**src/rtl/note_scroller_if.sv**
```systemverilog
// Chart-entry handshake between the chart ROM reader and the note scroller.
interface note_scroller_if;
  logic       valid;
  logic [1:0] note;
  logic       last;
  logic       ready;

  modport master (output valid, note, last, input ready);
  modport slave  (input valid, note, last, output ready);
endinterface

```
**src/rtl/note_scroller.sv**
```systemverilog
// Two-lane note scroller: shifts chart notes toward the hit slot on each tick,
// judges key presses at bit 0 and keeps a saturating score and combo.
module note_scroller #(
  parameter int unsigned LANE_LEN = 16,
  parameter int unsigned SCORE_W  = 16
) (
  input  logic                clock,
  input  logic                reset,
  input  logic                tick,
  input  logic                start,
  input  logic                pause,
  note_scroller_if.slave      chart,
  input  logic                hit_red,
  input  logic                hit_blue,
  output logic [LANE_LEN-1:0] lane_red,
  output logic [LANE_LEN-1:0] lane_blue,
  output logic [SCORE_W-1:0]  score,
  output logic [7:0]          combo,
  output logic                hit_pulse,
  output logic                miss_pulse,
  output logic                done
);

  localparam int unsigned SUM_W   = SCORE_W + 1;
  localparam int unsigned COMBO_W = 8;

  typedef enum logic [2:0] {IDLE, RUN, PAUSED, DRAIN, DONE} state_t;

  state_t                state, state_next;
  logic [LANE_LEN-1:0]   red_next, blue_next, red_kept, blue_kept;
  logic [SCORE_W-1:0]    score_next;
  logic [COMBO_W-1:0]    combo_next;
  logic                  hit_next, miss_next;
  logic                  judge, ins_red, ins_blue;
  logic                  hr, hb, mr, mb;
  logic [1:0]            hits;
  logic [SUM_W-1:0]      score_sum;
  logic [COMBO_W:0]      combo_sum;

  // Next-state, lane shifting and judging
  always_comb begin
    state_next  = state;
    red_next    = lane_red;
    blue_next   = lane_blue;
    score_next  = score;
    combo_next  = combo;
    hit_next    = 1'b0;
    miss_next   = 1'b0;
    chart.ready = 1'b0;
    judge       = 1'b0;
    ins_red     = 1'b0;
    ins_blue    = 1'b0;
    hr          = 1'b0;
    hb          = 1'b0;
    mr          = 1'b0;
    mb          = 1'b0;
    hits        = 2'd0;
    red_kept    = lane_red;
    blue_kept   = lane_blue;
    score_sum   = '0;
    combo_sum   = '0;

    case (state)
      IDLE, DONE: begin
        red_next  = '0;
        blue_next = '0;
        if (start) begin
          state_next = RUN;
          score_next = '0;
          combo_next = '0;
        end
      end
      RUN: begin
        // A pause in the same cycle as a tick freezes everything, including the chart.
        if (pause) begin
          state_next = PAUSED;
        end else begin
          judge       = 1'b1;
          chart.ready = tick;
          ins_red     = tick & chart.valid & chart.note[0];
          ins_blue    = tick & chart.valid & chart.note[1];
          if (tick && chart.valid && chart.last) state_next = DRAIN;
        end
      end
      PAUSED: begin
        if (pause) state_next = RUN;
      end
      DRAIN: begin
        judge = 1'b1;
        if (lane_red == '0 && lane_blue == '0) state_next = DONE;
      end
      default: state_next = IDLE;
    endcase

    if (judge) begin
      hr        = hit_red  & lane_red[0];
      hb        = hit_blue & lane_blue[0];
      mr        = tick & lane_red[0]  & ~hit_red;
      mb        = tick & lane_blue[0] & ~hit_blue;
      hits      = 2'(hr) + 2'(hb);
      red_kept  = lane_red  & ~LANE_LEN'(hr);
      blue_kept = lane_blue & ~LANE_LEN'(hb);
      if (tick) begin
        red_next  = {ins_red,  red_kept[LANE_LEN-1:1]};
        blue_next = {ins_blue, blue_kept[LANE_LEN-1:1]};
      end else begin
        red_next  = red_kept;
        blue_next = blue_kept;
      end
      score_sum  = SUM_W'(score) + SUM_W'(hits);
      score_next = score_sum[SCORE_W] ? '1 : score_sum[SCORE_W-1:0];
      combo_sum  = (COMBO_W+1)'(combo) + (COMBO_W+1)'(hits);
      if (mr || mb)              combo_next = '0;
      else if (combo_sum[COMBO_W]) combo_next = '1;
      else                       combo_next = combo_sum[COMBO_W-1:0];
      hit_next  = hr | hb;
      miss_next = mr | mb;
    end
  end

  // State and output registers
  always_ff @(posedge clock or posedge reset) begin
    if (reset) begin
      state      <= IDLE;
      lane_red   <= '0;
      lane_blue  <= '0;
      score      <= '0;
      combo      <= '0;
      hit_pulse  <= 1'b0;
      miss_pulse <= 1'b0;
      done       <= 1'b0;
    end else begin
      state      <= state_next;
      lane_red   <= red_next;
      lane_blue  <= blue_next;
      score      <= score_next;
      combo      <= combo_next;
      hit_pulse  <= hit_next;
      miss_pulse <= miss_next;
      done       <= (state_next == DONE);
    end
  end

endmodule

```
**src/flat_wrapper.sv**
```systemverilog
// flat-port wrapper written by rule: the top's interface ports become plain ports
module note_scroller_flat 
#(
  parameter int unsigned LANE_LEN = 16,
  parameter int unsigned SCORE_W  = 16
)
  (clock, reset, tick, start, pause, hit_red, hit_blue, lane_red, lane_blue, score, combo, hit_pulse, miss_pulse, done, chart_valid, chart_note, chart_last, chart_ready);
  note_scroller_if chart_i ();
  input  logic clock;
  input  logic reset;
  input  logic tick;
  input  logic start;
  input  logic pause;
  input  logic hit_red;
  input  logic hit_blue;
  output logic [LANE_LEN-1:0] lane_red;
  output logic [LANE_LEN-1:0] lane_blue;
  output logic [SCORE_W-1:0] score;
  output logic [7:0] combo;
  output logic hit_pulse;
  output logic miss_pulse;
  output logic done;
  input wire logic [$bits(chart_i.valid)-1:0] chart_valid;
  input wire logic [$bits(chart_i.note)-1:0] chart_note;
  input wire logic [$bits(chart_i.last)-1:0] chart_last;
  output wire logic [$bits(chart_i.ready)-1:0] chart_ready;
  assign chart_i.valid = chart_valid;
  assign chart_i.note = chart_note;
  assign chart_i.last = chart_last;
  assign chart_ready = chart_i.ready;
  note_scroller #(.LANE_LEN(LANE_LEN), .SCORE_W(SCORE_W)) u_core (.clock(clock), .reset(reset), .tick(tick), .start(start), .pause(pause), .chart(chart_i), .hit_red(hit_red), .hit_blue(hit_blue), .lane_red(lane_red), .lane_blue(lane_blue), .score(score), .combo(combo), .hit_pulse(hit_pulse), .miss_pulse(miss_pulse), .done(done));
endmodule
```
**config.mk**
```make
export PLATFORM = sky130hd
export DESIGN_NAME = note_scroller_flat
export DESIGN_NICKNAME = d
export VERILOG_FILES = /design/src/rtl/note_scroller_if.sv /design/src/rtl/note_scroller.sv /design/src/flat_wrapper.sv
export SDC_FILE = /design/constraint.sdc
export NUM_CORES = 1
export LEC_CHECK = 0
export ABC_AREA = 1
export CAP_MARGIN = 20
export CORE_MARGIN = 2
export CORE_UTILIZATION = 57
export CTS_BUF_LIST = sky130_fd_sc_hd__clkbuf_8
export CTS_CLUSTER_SIZE = 40
export DETAILED_ROUTE_END_ITERATION = 8
export PLACE_DENSITY = 0.88
export SYNTH_ARGS = -nofsm -noshare
export SYNTH_HDL_FRONTEND = slang
export SYNTH_SLANG_ARGS = --single-unit
```
**constraint.sdc**
```tcl
create_clock -name clock -period 3.9 [get_ports clock]
set_clock_uncertainty 0.15 [all_clocks]
set_input_delay 0.975 -clock clock [delete_from_list [all_inputs] [get_ports clock]]
set_output_delay 0.975 -clock clock [all_outputs]
set_load 0.03 [all_outputs]
```
==> results of run 1 <==
-- sequential cells by signal, summed over array words and instances (netlist names) --
name / flops
u_core.done: 1
u_core.hit_pulse: 1
u_core.combo: 8
u_core.miss_pulse: 1
u_core.state: 3
u_core.lane_red: 16
u_core.lane_blue: 16
u_core.score: 16
-- power by group through the flow --
| stage | sequential, mW | combinational, mW | clock [mW] |
|---|---|---|---|
| finish | 0.749 | 0.652 | 0.476 |
| global route | 0.755 | 0.714 | 0.508 |
| CTS | 0.747 | 0.654 | 0.480 |
| detailed placement | 0.759 | 0.653 | 0 |
| global placement | 0.756 | 0.634 | 0 |
| floorplan | 0.818 | 0.439 | 0 |
-- placed cells by master (no fill, tap or decap), types with 2 or more instances in the layout --
master / n
a21oi_1: 3
buf_4: 4
clkbuf_8: 10
clkdlybuf4s50_1: 69
dfrtp_1: 62
fa_1: 2
ha_1: 6
inv_1: 64
inv_2: 6
nand2_1: 112
nand2_4: 2
nand3_1: 63
nand4_1: 8
nor2_1: 32
nor2_2: 3
nor3_1: 3
o21ai_0: 20
o21ai_1: 3
o21ai_2: 20
o31ai_1: 7
xor2_1: 5
-- per-layer routing --
layer | GRT usage, % | vias up | routed length, µm
met3 | 5.275 | 13 | 539
met1 | 35.65 | 1524 | 3504
met4 | 10.00 | 0 | 142
met2 | 44.23 | 126 | 4173
met5 | 0 | - | 0
li1 | - | 1556 | -
-- area by class of cell --
class	count	area share, %
clock buffers	10	3.165
clock inverters	6	0.5468
inverters	66	5.755
multi-input cells	297	35.65
flip-flops and latches	62	35.68
well taps	75	2.158
repair buffers	74	17.04
-- Yosys cell counts, types with 2 or more instances --
cell type and number:
nor3_1 3, nand2_1 112, ha_1 6, dfrtp_1 62
o31ai_1 7, buf_2 2, nor2_2 3, nand4_1 8
inv_1 60, a21oi_1 3, buf_6 5, o21ai_1 3
nand3_1 63, buf_4 2, clkbuf_1 3, nand2_4 2
fa_1 2, o21ai_0 20, nor2_1 32, xor2_1 5
o21ai_2 20, inv_2 5
-- cells by family after synthesis --
family,Yosys count
compound gates,57
simple gates,226
buf+inv,78
flops,62
xor+xnor,6
fa+ha+maj,8
-- per-stage QoR --
step,instances,instance area [µm²],setup slack [ns],power [mW]
after floorplan,437,3445,0.9671,1.257
after global placement,574,4187,0.3996,1.390
after detailed placement,574,4187,0.2814,1.412
after CTS,590,4348,0.6204,1.881
after global routing,590,4348,0.4526,1.977
final,590,4348,0.5839,1.878
-- worst min-delay path by stage --
stage          depth (start not counted)          startpoint  slack (ns)                  to
2_1_floorplan                          2     u_core.state[2]        0.35         u_core.done
3_5_place_dp                           2  u_core.lane_red[6]        0.38  u_core.lane_red[5]
4_1_cts                                2     u_core.score[0]        0.40     u_core.score[0]
6_report                               2     u_core.score[0]        0.40     u_core.score[0]
5_1_grt                                2     u_core.score[0]        0.43     u_core.score[0]
3_3_place_gp                           2     u_core.combo[0]        0.37     u_core.combo[0]
-- worst min-delay path, delay by kind of cell, from the launching register on --
family           cells  cell delay [ns]
AND/OR/NAND/NOR      2             0.13
flip-flops           1             0.39
==> results.yml, run 1 <==
status:
  outcome: "complete, no violations"
synthesis:
  synth_nets: 456
  yosys.area.top_type_share_pct: 45.04
  synth_top_area_cell: "dfrtp_1"
  seq_area_frac_synth_pct: 45.04
  ys_types: 31
  synthAdderAreaFrac_pct: 3.342
  syn_area_per_cell_um2: 7.882
  synth_xor_xnor_area_share_pct: 1.526
  async_reset_ff_share_pct: 100.0
  ys.flop_type: "dfrtp_1"
  ys_warn_count: 0
  synth-seq-cells: 62
  synth_edf_count: 0
  muxShareOfSynthArea_pct: 0
  synth_top_family_by_area: "simple AND/OR/NAND/NOR gates"
  syn_area_mm2: 0.003445
  synth_compound_area_share_pct: 11.48
  synth-simple-area-share_pct: 28.66
  synthTopCellsByArea: "dfrtp_1 (45%), nand2_1 (12%), nand3_1 (9.2%)"
  syn_inst: 437
routing:
  drt-wirelength-per-cell_um: 14.17
  routed_wl_um: 8358
  vias_per_cell: 5.456
  via_count: 3219
  ant_nets: 0
  drtIter0Drc: 259
  dr.pass1.iters: 5
  drc: 0
grt:
  antenna_found_initial: 0
  grt_max_degree: 39
  grt_pass1_vias: 3107
  grtUsageTotal_pct: 27.01
  grt_pass1_wl_um: 13920
  grt.overflow.total: 0
setup_path:
  regToRegStartpoint: "u_core.lane_red[0]"
  critPathTopFamily: "adder cells"
  cp_max_fo: 8
  cp.depth: 14
  r2r_cells: 13
  cp-endpoint: "u_core.score[3]"
  reg2reg_to: "u_core.score[3]"
  crit_slowest_cell: "clkdlybuf4s50_1"
  start_kind: "primary input"
  cp.required_ns: 4.02
  cp.arrival_ns: 3.44
  path_class: "in2reg"
  crit_path_start: "hit_blue"
  slowest_delay_ns: 0.44
  r2r_setup_slack_ns: 1.19
  crit_chain: "clkdlybuf4s50_1, nand2_1, inv_1, ha_1, ha_1, inv_1, fa_1, inv_1, nand2_1, nor3_1, nand2_1, inv_1, o21ai_0, nand2_1"
  cp-end-kind: "register"
  cp_num_buf_inv: 5
cells_and_area:
  fin_util_pct: 73.87
  regArea_mm2: 0.001551
  nets: 529
  syn_to_final_growth_pct: 26.23
  layout-drive-gt1-share_pct: 9.903
  fill_cells: 456
  diodes: 0
  multi_input_area_mm2: 0.001550
clock_tree:
  root_buffer: "clkbuf_8"
  cts_hold_buf: 0
  cts_sinks: 62
  cts_resized: 0
  cts_tree: "built"
  cts_setup_buffers: 0
  clock_path_buffers: 2
  cts-htree-levels: 3
  cts_made_buffers: 9
  cts.clk_slew.worst_paths_ns: 0.07
  clk_latency_ns: 0.34
power_and_ir_drop:
  p_leak_nw: 2.078
  internal_power_mw: 1.108
  p_switching_mw: 0.7698
  irDropWorstVdd_uv: 288.5
  clkPwrFrac_pct: 25.4
  p_sw_share_pct: 41.00
  p_seq_share_pct: 39.9
  combPwrFrac_pct: 34.7
  p_per_area_mw_per_mm2: 431.9
die:
  rows: 28
  die_w_um: 81.74
  start_util_pct: 58.52
  dieArea_mm2: 0.006681
  io_pins: 71
  die_h_um: 81.74
  core_region_area_mm2: 0.005886
place:
  routabilityCongestion: 0.8853
  portBuffers: 70
  hpwl_um: 5894
sta:
  finalSetupTns_ns: 0
  hold_viol: 0
  min_period_ns: 3.316
  final.period_utilization_pct: 85.03
  slew_violations: 0
  hold_slack_ns: 0.3982
  worst_slew_pin_slew_ns: 0.5349
  max-slew-margin-rel_pct: 64.29
  max_freq_mhz: 301.6
  finalSetupViolCount: 0
  rsz0062_at_grt: "false"
run:
  cap_violations: 0
worst_hold_path:
  min_path_type: "reg2reg"
(Power assumes the default switching activity.)
==> inputs of run 2 (changes only) <==
--- a/config.mk
+++ b/config.mk
@@ -10,9 +10,9 @@
 export CORE_MARGIN = 2
 export CORE_UTILIZATION = 57
 export CTS_BUF_LIST = sky130_fd_sc_hd__clkbuf_8
-export CTS_CLUSTER_SIZE = 40
+export CTS_CLUSTER_SIZE = 14
 export DETAILED_ROUTE_END_ITERATION = 8
-export PLACE_DENSITY = 0.88
+export PLACE_DENSITY_LB_ADDON = 0.25
 export SYNTH_ARGS = -nofsm -noshare
 export SYNTH_HDL_FRONTEND = slang
 export SYNTH_SLANG_ARGS = --single-unit
==> results.yml, run 2 (same netlist as run 1, synthesis figures left out) <==
setup_path:
  cp_max_fo: 8
  cp-end-kind: "register"
  reg2reg_to: "u_core.score[3]"
  r2r_setup_slack_ns: 1.19
  cp.arrival_ns: 3.48
  r2r_cells: 13
  cp_num_buf_inv: 5
  cp.required_ns: 4.03
  critPathTopFamily: "simple AND/OR/NAND/NOR gates"
  regToRegStartpoint: "u_core.lane_blue[0]"
  crit_chain: "clkdlybuf4s50_1, nand2_1, inv_1, ha_1, ha_1, inv_1, fa_1, inv_1, nand2_1, nor3_1, nand2_1, inv_1, o21ai_0, nand2_1"
  start_kind: "primary input"
  slowest_delay_ns: 0.44
  path_class: "in2reg"
  crit_slowest_cell: "clkdlybuf4s50_1"
worst_hold_path:
  whs_endpoint: "u_core.state[2]"
  hp-start: "u_core.state[2]"
  holdPathStages: 2
  min_path_type: "reg2reg"
sta:
  max_freq_mhz: 298.9
  rsz0062_at_grt: "false"
  finalSetupTns_ns: 0
  layout_setup_ws_ns: 0.5546
  final.period_utilization_pct: 85.78
  min_period_ns: 3.345
  finalSetupViolCount: 0
  max-slew-margin-rel_pct: 47.66
  slew_violations: 0
  hold_slack_ns: 0.3904
  hold_viol: 0
  worst_slew_pin_slew_ns: 0.7851
clock_tree:
  cts_made_buffers: 9
  clk_latency_ns: 0.34
  cts_hold_buf: 0
  cts_setup_buffers: 0
  cts.clk_slew.worst_paths_ns: 0.07
  clock_path_buffers: 2
  cts-htree-levels: 3
  root_buffer: "clkbuf_8"
  cts_tree: "built"
  cts_sinks: 62
  cts_resized: 0
die:
  io_pins: 71
  die_h_um: 81.74
  dieArea_mm2: 0.006681
  rows: 28
  start_util_pct: 58.52
  die_w_um: 81.74
  core_region_area_mm2: 0.005886
power_and_ir_drop:
  p_per_area_mw_per_mm2: 454.3
  irDropWorstVdd_uv: 251.9
  p_leak_nw: 2.082
  finalPower_mw: 1.987
grt:
  grt_pass1_wl_um: 13890
  antenna_found_initial: 0
  grt_pass1_vias: 3011
  grt_max_degree: 63
  grt.overflow.total: 0
  grtUsageTotal_pct: 26.94
cells_and_area:
  diodes: 0
  fin_util_pct: 74.32
  final_cell_mix: "nand2_1 (112), clkdlybuf4s50_1 (69), nand3_1 (63), dfrtp_1 (62), inv_1 (60)"
  nets: 529
  layout_commonest_cell: "nand2_1"
  fill_cells: 429
  top_regs: "u_core.lane_blue: 16 flops, u_core.lane_red: 16 flops, u_core.score: 16 flops"
  syn_to_final_growth_pct: 26.99
  layout-drive-gt1-share_pct: 10.68
routing:
  drt-wirelength-per-cell_um: 14.49
  via_count: 3263
  drtIter0Drc: 239
  routed_wl_um: 8551
  ant_nets: 0
  dr.pass1.iters: 5
  drc: 0
  vias_per_cell: 5.531
status:
  outcome: "complete, no violations"
run:
  cap_violations: 0
place:
  portBuffers: 70
  hpwl_um: 5764
  post-place-ws_ns: 0.3033
  routabilityCongestion: 0.8365
run 2: layout make-up:
type                            instances  area (µm²)  area share, %
Tap cell                               75       93.84          2.145
Sequential cell                        62        1551          35.47
Timing Repair Buffer                   74       728.2          16.65
Clock buffer                           11       151.4          3.461
Inverter                               66       250.2          5.721
Multi-Input combinational cell        297        1550          35.44
Clock inverter                          5       48.80          1.116
run 2: through the flow:
| stage | std cells | instance area [µm²] |
|---|---|---|
| 2_1_floorplan | 437 | 3445 |
| 3_3_place_gp | 574 | 4174 |
| 3_5_place_dp | 574 | 4174 |
| 4_1_cts | 590 | 4374 |
| 5_1_grt | 590 | 4374 |
| 6_report | 590 | 4374 |
run 2: worst max path at each step:
stage | start | end | slack (ns) | cells past startpoint
after CTS | hit_red | u_core.score[3] | 0.60 | 14
after global placement | hit_blue | u_core.score[0] | 0.39 | 14
after detailed placement | hit_red | u_core.score[3] | 0.30 | 14
after global routing | hit_red | u_core.combo[2] | 0.43 | 14
after floorplan | hit_blue | u_core.score[10] | 0.97 | 14
final | hit_blue | u_core.score[3] | 0.55 | 14
run 2: layer usage:
metal	vias to the layer above	global-route usage, %	part of all wire [%]
met5	-	0	0
li1	1553	-	-
met2	116	44.07	50
met3	19	4.286	5.4
met4	0	11.33	2.2
met1	1575	35.62	43
run 2: worst register-to-register path, delay by kind of cell, from the launching register on:
family / cells / cell delay, ns
AND/OR/NAND/NOR: 5 / 0.82
flip-flops: 1 / 0.44
buffers and inverters: 4 / 0.35
adder cells (fa/ha/maj): 3 / 0.80
AO/OA/AOI/OAI: 1 / 0.09
run 2: where the power goes:
part / internal [mW] / switching [mW]
clock network: 0.325 / 0.256
logic: 0.180 / 0.479
registers: 0.692 / 0.0564
total: 1.20 / 0.791
